===== src/rtl/rf_writeback_ctrl.sv =====
// rf_writeback_ctrl
//   Write-back controller for the 32x32 integer register file. ALU and LSU
//   results arrive over valid/ready handshakes. At most one result is
//   accepted per cycle, under round-robin arbitration. Accepted results
//   are buffered in a small FIFO. The FIFO head drives the single register
//   file write port, one write per cycle. A per-register pending scoreboard
//   lets decode stall on operands still in flight. Results for x0 are
//   acknowledged but never buffered or written.
//
// Ports
//   clk, rst                        clock, synchronous active-high reset
//   alu_valid/alu_ready/alu_rd/alu_data   ALU result handshake
//   lsu_valid/lsu_ready/lsu_rd/lsu_data   load result handshake
//   issue_valid, issue_rd           decode issued a writer of issue_rd
//   rs1_add/rs1_busy, rs2_add/rs2_busy    operand pending queries
//   wd_en, wd_sel, data             register file write port (registered)
//   fifo_count                      entries currently buffered
module rf_writeback_ctrl #(
  parameter int DEPTH = 4,
  parameter int CW    = $clog2(DEPTH) + 1
) (
  input  logic          clk,
  input  logic          rst,
  input  logic          alu_valid,
  output logic          alu_ready,
  input  logic [4:0]    alu_rd,
  input  logic [31:0]   alu_data,
  input  logic          lsu_valid,
  output logic          lsu_ready,
  input  logic [4:0]    lsu_rd,
  input  logic [31:0]   lsu_data,
  input  logic          issue_valid,
  input  logic [4:0]    issue_rd,
  input  logic [4:0]    rs1_add,
  input  logic [4:0]    rs2_add,
  output logic          rs1_busy,
  output logic          rs2_busy,
  output logic          wd_en,
  output logic [4:0]    wd_sel,
  output logic [31:0]   data,
  output logic [CW-1:0] fifo_count
);

  localparam int AW = (DEPTH > 1) ? $clog2(DEPTH) : 1;

  typedef enum logic {
    SRC_ALU = 1'b0,
    SRC_LSU = 1'b1
  } src_e;

  src_e          rr, rr_nxt;
  logic [4:0]    rd_mem  [DEPTH];
  logic [31:0]   dat_mem [DEPTH];
  logic [AW-1:0] wr_ptr, rd_ptr;
  logic [CW-1:0] count;
  logic [31:0]   busy, busy_nxt;

  logic          full, empty;
  logic          push, pop;
  logic [4:0]    push_rd;
  logic [31:0]   push_data;

  assign full       = (count == CW'(DEPTH));
  assign empty      = (count == '0);
  assign fifo_count = count;

  // Handshake and arbitration. A full FIFO refuses both producers, even
  // when it pops in the same cycle.
  always_comb begin
    alu_ready = 1'b0;
    lsu_ready = 1'b0;
    rr_nxt    = rr;
    if (!full) begin
      if (alu_valid && lsu_valid) begin
        if (rr == SRC_ALU) begin
          alu_ready = 1'b1;
          rr_nxt    = SRC_LSU;
        end else begin
          lsu_ready = 1'b1;
          rr_nxt    = SRC_ALU;
        end
      end else begin
        alu_ready = alu_valid;
        lsu_ready = lsu_valid;
      end
    end
  end

  // x0 results complete the handshake but are dropped here.
  always_comb begin
    push_rd   = lsu_rd;
    push_data = lsu_data;
    if (alu_ready) begin
      push_rd   = alu_rd;
      push_data = alu_data;
    end
  end

  assign push = (alu_ready || lsu_ready) && (push_rd != 5'd0);
  assign pop  = !empty;

  always_ff @(posedge clk) begin
    if (push) begin
      rd_mem[wr_ptr]  <= push_rd;
      dat_mem[wr_ptr] <= push_data;
    end
  end

  always_ff @(posedge clk) begin
    if (rst) begin
      wr_ptr <= '0;
      rd_ptr <= '0;
      count  <= '0;
      rr     <= SRC_LSU;
      wd_en  <= 1'b0;
      wd_sel <= '0;
      data   <= '0;
    end else begin
      rr <= rr_nxt;
      if (push) wr_ptr <= wr_ptr + AW'(1);
      if (pop)  rd_ptr <= rd_ptr + AW'(1);
      case ({push, pop})
        2'b10:   count <= count + CW'(1);
        2'b01:   count <= count - CW'(1);
        default: count <= count;
      endcase
      wd_en <= pop;
      if (pop) begin
        wd_sel <= rd_mem[rd_ptr];
        data   <= dat_mem[rd_ptr];
      end
    end
  end

  // Clear on write-back first, then set on issue, so a same-cycle issue of
  // the register being written leaves it pending.
  always_comb begin
    busy_nxt = busy;
    if (wd_en) busy_nxt[wd_sel] = 1'b0;
    if (issue_valid && (issue_rd != 5'd0)) busy_nxt[issue_rd] = 1'b1;
    busy_nxt[0] = 1'b0;
  end

  always_ff @(posedge clk) begin
    if (rst) busy <= '0;
    else     busy <= busy_nxt;
  end

  assign rs1_busy = busy[rs1_add];
  assign rs2_busy = busy[rs2_add];

endmodule

===== config.mk =====
export PLATFORM = sky130hd
export DESIGN_NAME = rf_writeback_ctrl
export DESIGN_NICKNAME = d
export VERILOG_FILES = /design/src/rtl/rf_writeback_ctrl.sv
export SDC_FILE = /design/constraint.sdc
export NUM_CORES = 1
export LEC_CHECK = 0
export CORE_MARGIN = 1.5
export CORE_UTILIZATION = 50
export CTS_CLUSTER_SIZE = 14
export DETAILED_ROUTE_END_ITERATION = 7
export PLACE_DENSITY_LB_ADDON = 0.3
export SLEW_MARGIN = 40
export SYNTH_ARGS = -nofsm -noshare
export SYNTH_HDL_FRONTEND = slang
export SYNTH_SLANG_ARGS = --single-unit

===== constraint.sdc =====
create_clock -name clk -period 3.5 [get_ports clk]
set_clock_uncertainty 0.15 [all_clocks]
set_input_delay 0.525 -clock clk [delete_from_list [all_inputs] [get_ports clk]]
set_output_delay 0.525 -clock clk [all_outputs]
set_load 0.02 [all_outputs]

# Yosys cells after proc, flatten, opt, wreduce, memory -nomap -nowiden
# Memories as Yosys holds them, arrays and structs flattened. A register that Yosys moved wholly into a read port is not among the register bits.
# Cells that the tools add are included.
[word_totals]
ff_bits = 41
latchBits = 0
ram_bits = 148
romBits = 0
in_bits = 94
output_inout_bits = 45
word_cells = 61
n_memories = 2
[classes]
add_sub_neg = 4
n_mul = 0
div_mod_pow = 0
order_cmp = 6
n_eq_ne = 3
shift = 0
muxes = 21
bitwise_logic = 4
reduce_logical = 14
[mem_list]
columns = ["memory", "words", "width", "read_ports", "rd_ports_with_merged_regs", "wr", "line_no", "rtl"]
rows = [
  ["dat_mem", 4, 32, 1, 1, 1, "53", "logic [31:0] dat_mem [DEPTH];"],
  ["rd_mem", 4, 5, 1, 1, 1, "52", "logic [4:0] rd_mem [DEPTH];"],
]
[op_table]
columns = ["op", "n"]
rows = [
  ["32-bit 2-to-1 mux", 3],
  ["32-bit AND", 1],
  ["32-bit inverter", 1],
  ["32-bit OR", 1],
  ["5-bit by 6-bit less-than comparator with 1-bit output, second input constant", 4],
  ["1-bit 2-to-1 mux", 12],
  ["1-bit binary-select mux with 5-bit select", 2],
  ["1-bit demux with 5-bit select", 2],
  ["5-bit by 1-bit greater-or-equal comparator with 1-bit output, second input constant", 2],
  ["5-bit nonzero test", 2],
  ["3-bit case mux with 2 select lines", 1],
  ["1-bit logical AND", 5],
  ["5-bit 2-to-1 mux", 1],
  ["2-bit by 1-bit adder with 2-bit output, second input constant", 2],
  ["3-bit by 1-bit adder with 3-bit output, second input constant", 1],
  ["3-bit == test, second input constant", 1],
  ["1-bit logical NOT", 3],
  ["3-bit logical NOT", 1],
  ["3-bit by 1-bit subtractor with 3-bit output, second input constant", 1],
  ["2-bit by 1-bit == test with 1-bit output, second input constant", 1],
  ["2-bit == test, second input constant", 1],
  ["2-bit AND reduction", 1],
  ["2-bit nonzero test", 1],
  ["1-bit logical OR", 1],
  ["1-bit inverter", 1],
]

# Depth between registers and ports, before layout
[depth]
ltp_word = 9
ltp_mapped = 9
mapped_depth_nobuf = 9

# Worst setup path after synthesis
# No wires, ideal clock.
[synth_timing]
path_type = "reg2reg"
from = "register count[0], in the netlist fifo_count[0]"
to = "memory dat_mem[0][0], enable pin"
setup_ns = 0.398
t_arrival_ns = 2.065
required_ns = 2.952
slack_ns = 0.887
path_stages_with_launch = 5
n_path_buf = 0
period_less_slack_ns = 2.613
path_cell_list = "dfxtp_1 -> or3b_1 -> nand3_2 -> o22ai_2 -> and2_1"
[synth_between]
elab_chain_cells = 7
elab_cells_between_ends = 9
classes_between = "eq/ne: 1; mux: 5; reduce/logical: 3"
[synth_lines]
columns = ["item", "line_no", "rtl"]
rows = [
  ["from (decl)", "55", "logic [CW-1:0] count;"],
  ["from (signal assigned)", "123", "2'b10: count <= count + CW'(1);"],
  ["from (signal assigned)", "124", "2'b01: count <= count - CW'(1);"],
  ["from (signal assigned)", "125", "default: count <= count;"],
  ["3-bit == test *", "63", "assign full = (count == CW'(DEPTH));"],
  ["1-bit 2-to-1 mux", "73", "if (!full) begin"],
  ["5-bit 2-to-1 mux", "93", "if (alu_ready) begin"],
  ["5-bit nonzero test", "99", "assign push = (alu_ready || lsu_ready) && (push_rd != 5'd0);"],
  ["1-bit logical AND *", "99", ""],
  ["1-bit 2-to-1 mux *", "103", "if (push) begin"],
  ["1-bit 2-to-1 mux (implied by the code) *", "105", "dat_mem[wr_ptr] <= push_data;"],
  ["to (decl)", "53", ""],
]
# Mark *: on every way between the ends. The rest lies on a longest branch, timed or not.

# Worst setup path after layout
[layout_timing]
from = "input port rs2_add[4]"
to = "output port rs2_busy"
[layout_between]
elab_chain_cells = 2
[layout_lines]
columns = ["item", "line_no", "rtl"]
rows = [
  ["from (decl)", "35", "input logic [4:0] rs2_add,"],
  ["1-bit binary-select mux with 5-bit select", "150", "assign rs2_busy = busy[rs2_add];"],
  ["1-bit 2-to-1 mux (implied by the code)", "150", ""],
  ["to (decl)", "37", "output logic rs2_busy,"],
]
# No other way between the ends. The select of a mux whose other input is x is not followed.

==> run metrics <==
Slew Viols, Final=0; met3 Resource Use GR=around 3.5%; outcome=completed; actual slew at the worst max-slew pin=833 ps; syn nets=830; setup TNS=0 ps; # Post-CTS Setup Buffers=0; H-Tree Depth=1; row count=roughly 50; endpoints failing hold=0; largest net degree at the start of global routing=78; grt met1 use=27.6%; worst-path cell chain=clkdlybuf4s50_1 > mux4_2 > mux2i_1 > nand3_1 > nand2_1 > a211oi_1 > clkdlybuf4s50_1; area leader, netlist=edfxtp_1; Global Route Usage Sum=21.4%; Syn Inst Count=730; CTS tree=built; number of fillers in the final layout=1,332; first-pass GRT wire length=32,900 µm; Hold Path Stages=2; Hold Crit Start=data[9]; drt total wl=between 20,000 and 25,000 µm; Hold Path End=data[9]; Layout area overhead=24.9%; clk slew on worst S/H paths=around 60 ps; initial cell density of the core=51.5%; Final Util=64.4%; worst-path fanout max=6; Mapped Avg Cell Area=~13 µm²; Die Ht=~140 µm; vias in the first global route=6,348; slowest cell on the critical path=clkdlybuf4s50_1; Mapped Area=9390 µm²; Reg2Reg Capture Point=fifo_count[2]; Die Width=140 µm; fmax=320 MHz; clk buf depth=3; total gr overflow=0; clk_lat worst skew=510 ps; CTS Buf Count=23; WP data arrival=2450 ps; WP data required=2820 ps; cell mode on critical path=clkdlybuf4s50_1; core region area=18,200 µm²; Total Power=0.00883 W; total number of vias=6,278; IO buf count=roughly 140; kind of critical path=in -> out; Post-synth ARST share=0%; Crit. End Element=primary output; I/O Pins=139; yosys warns=0; EDFF count, synth=148; CTS root buffer=clkbuf_16; drt pass-1 iters=5; Setup Viol. Count Final=0; post-synth top area share=47.4%; Hold Crit Class=reg -> reg; crit-path max cell delay=650 ps; R2R Setup Slk=between 600 and 700 ps; FF+latch count, synth=225; Yosys cell types=38; GPL Wtd Cong=0.915; Via-to-Cell Ratio=5.65; Post-synth top cells=nand2_1, edfxtp_1, dfxtp_1; initial antenna violation count=0; die area=approximately 20,000 µm²; RSZ-0062 raised after global routing=false; drt drc=0; Power Dens Cells=753 nW/µm²; clock sink count=225; layout cells sized above 1=12.9%; nets=965; min Tclk post-route=between 3000 and 4000 ps; initial drt markers=402; Max Cap Violations=0; Antenna Cells=0; DP Wirelength=13,000 µm; Relative slew margins=roughly 44%; most common cell in the netlist=nand2_1; Wirelength per Cell=18.9 µm; IR drop worst, VDD=~0.00055 V; ys flop type=edfxtp_1; global route hottest layer=met2; Final period util=about nine tenths; sequential share of the synthesized area=63.8%; reg2reg start=fifo_count[0]; antenna-violating nets left=0; met2 usage=37.6%; largest cells by area after synthesis=edfxtp_1, dfxtp_1, mux4_2, nand2_1, a21oi_1; P_leak=~4 nW; Startpoint Class=primary input; Reg2Reg Depth=9
==> layout make-up <==
cell class	instances	area (µm²)	area share (%)
clock inverters	14	134	1.14
flip-flops and latches	225	5990	51.1
inverters	6	22.5	0.192
multi-input cells	459	3190	27.2
well taps	229	287	2.44
clock buffers	28	604	5.16
repair buffers	150	1490	12.7
==> registers in the layout, summed over array words and instances, names as in the netlist <==
register	count
fifo_count	3
rd_mem	20
rr	1
wd_sel	5
rd_ptr	2
wr_ptr	2
data	32
busy	31
wd_en	1
dat_mem	128
==> worst max path at each step <==
stage / start / to / slack (ps) / cells past startpoint
after floorplan: fifo_count[0] / dat_mem[0][0] / 890 / 4
after global placement: rs2_add[0] / rs2_busy / 110 / 8
after detailed placement: rs2_add[0] / rs2_busy / 40 / 8
after CTS: rs2_add[0] / rs2_busy / 30 / 8
after global routing: rs1_add[0] / rs1_busy / 270 / 8
final: rs2_add[4] / rs2_busy / 380 / 7
==> per-stage QoR <==
stage                     instance area (µm²)  setup slack, ps  std cells  hold slack, ps
after global placement                  10900              110       1068             289
after CTS                               11700             34.3       1110             304
after global routing                    11700              268       1111             326
after floorplan                          9390              887        730             307
after detailed placement                11000             40.8       1068             296
final                                   11700              377       1111             300
==> placed cells by master (no fill, tap or decap), types with 3 or more instances in the layout <==
master,instances
clkinvlp_4,3
buf_4,10
nor3b_1,4
mux2i_1,4
clkinv_2,6
nor2_1,18
clkbuf_16,23
dlymetal6s2s_1,3
or3b_1,3
nand2b_1,4
mux4_1,6
clkdlybuf4s50_1,134
nand3b_1,7
xor2_1,3
nand2_1,214
nand3_1,6
edfxtp_1,148
nor3_1,3
mux2_2,6
dfxtp_1,75
clkbuf_1,4
o21ai_0,34
mux4_2,45
ha_1,5
a21oi_1,71
and2_4,4
inv_1,5
==> where the power goes <==
part | internal [W] | switching [W]
sequential | 0.00346 | 0.000375
clock | 0.00138 | 0.000994
combinational | 0.00118 | 0.00143
==> repair_timing <==
| action | CTS | global route |
|---|---|---|
| hold buffers | 0 | 0 |
| resized for setup | 0 | 3 |
| endpoints found under the setup margin | 0 | 2 |
==> kinds of logic after synthesis <==
family,count (synthesis),share of synthesized area [%]
buf+inv,46,2.43
xor+xnor,5,0.467
mux,62,13.7
flops,225,63.8
simple gates,276,12.5
fa+ha+maj,6,0.880
compound gates,110,6.21
==> critical path, delay by kind of cell <==
kind	cells	cell delay (ps)
and+or+nand+nor	2	140
muxes	2	290
buffers and inverters	2	1260
AOI/OAI and AO/OA	1	230
==> per-layer routing <==
metal	share of wire, %	up-vias
li1	-	2930
met1	42	3087
met2	50	226
met3	6.3	35
met4	2.0	0
met5	0	-
No activity file was read; power rests on OpenSTA's default activity.
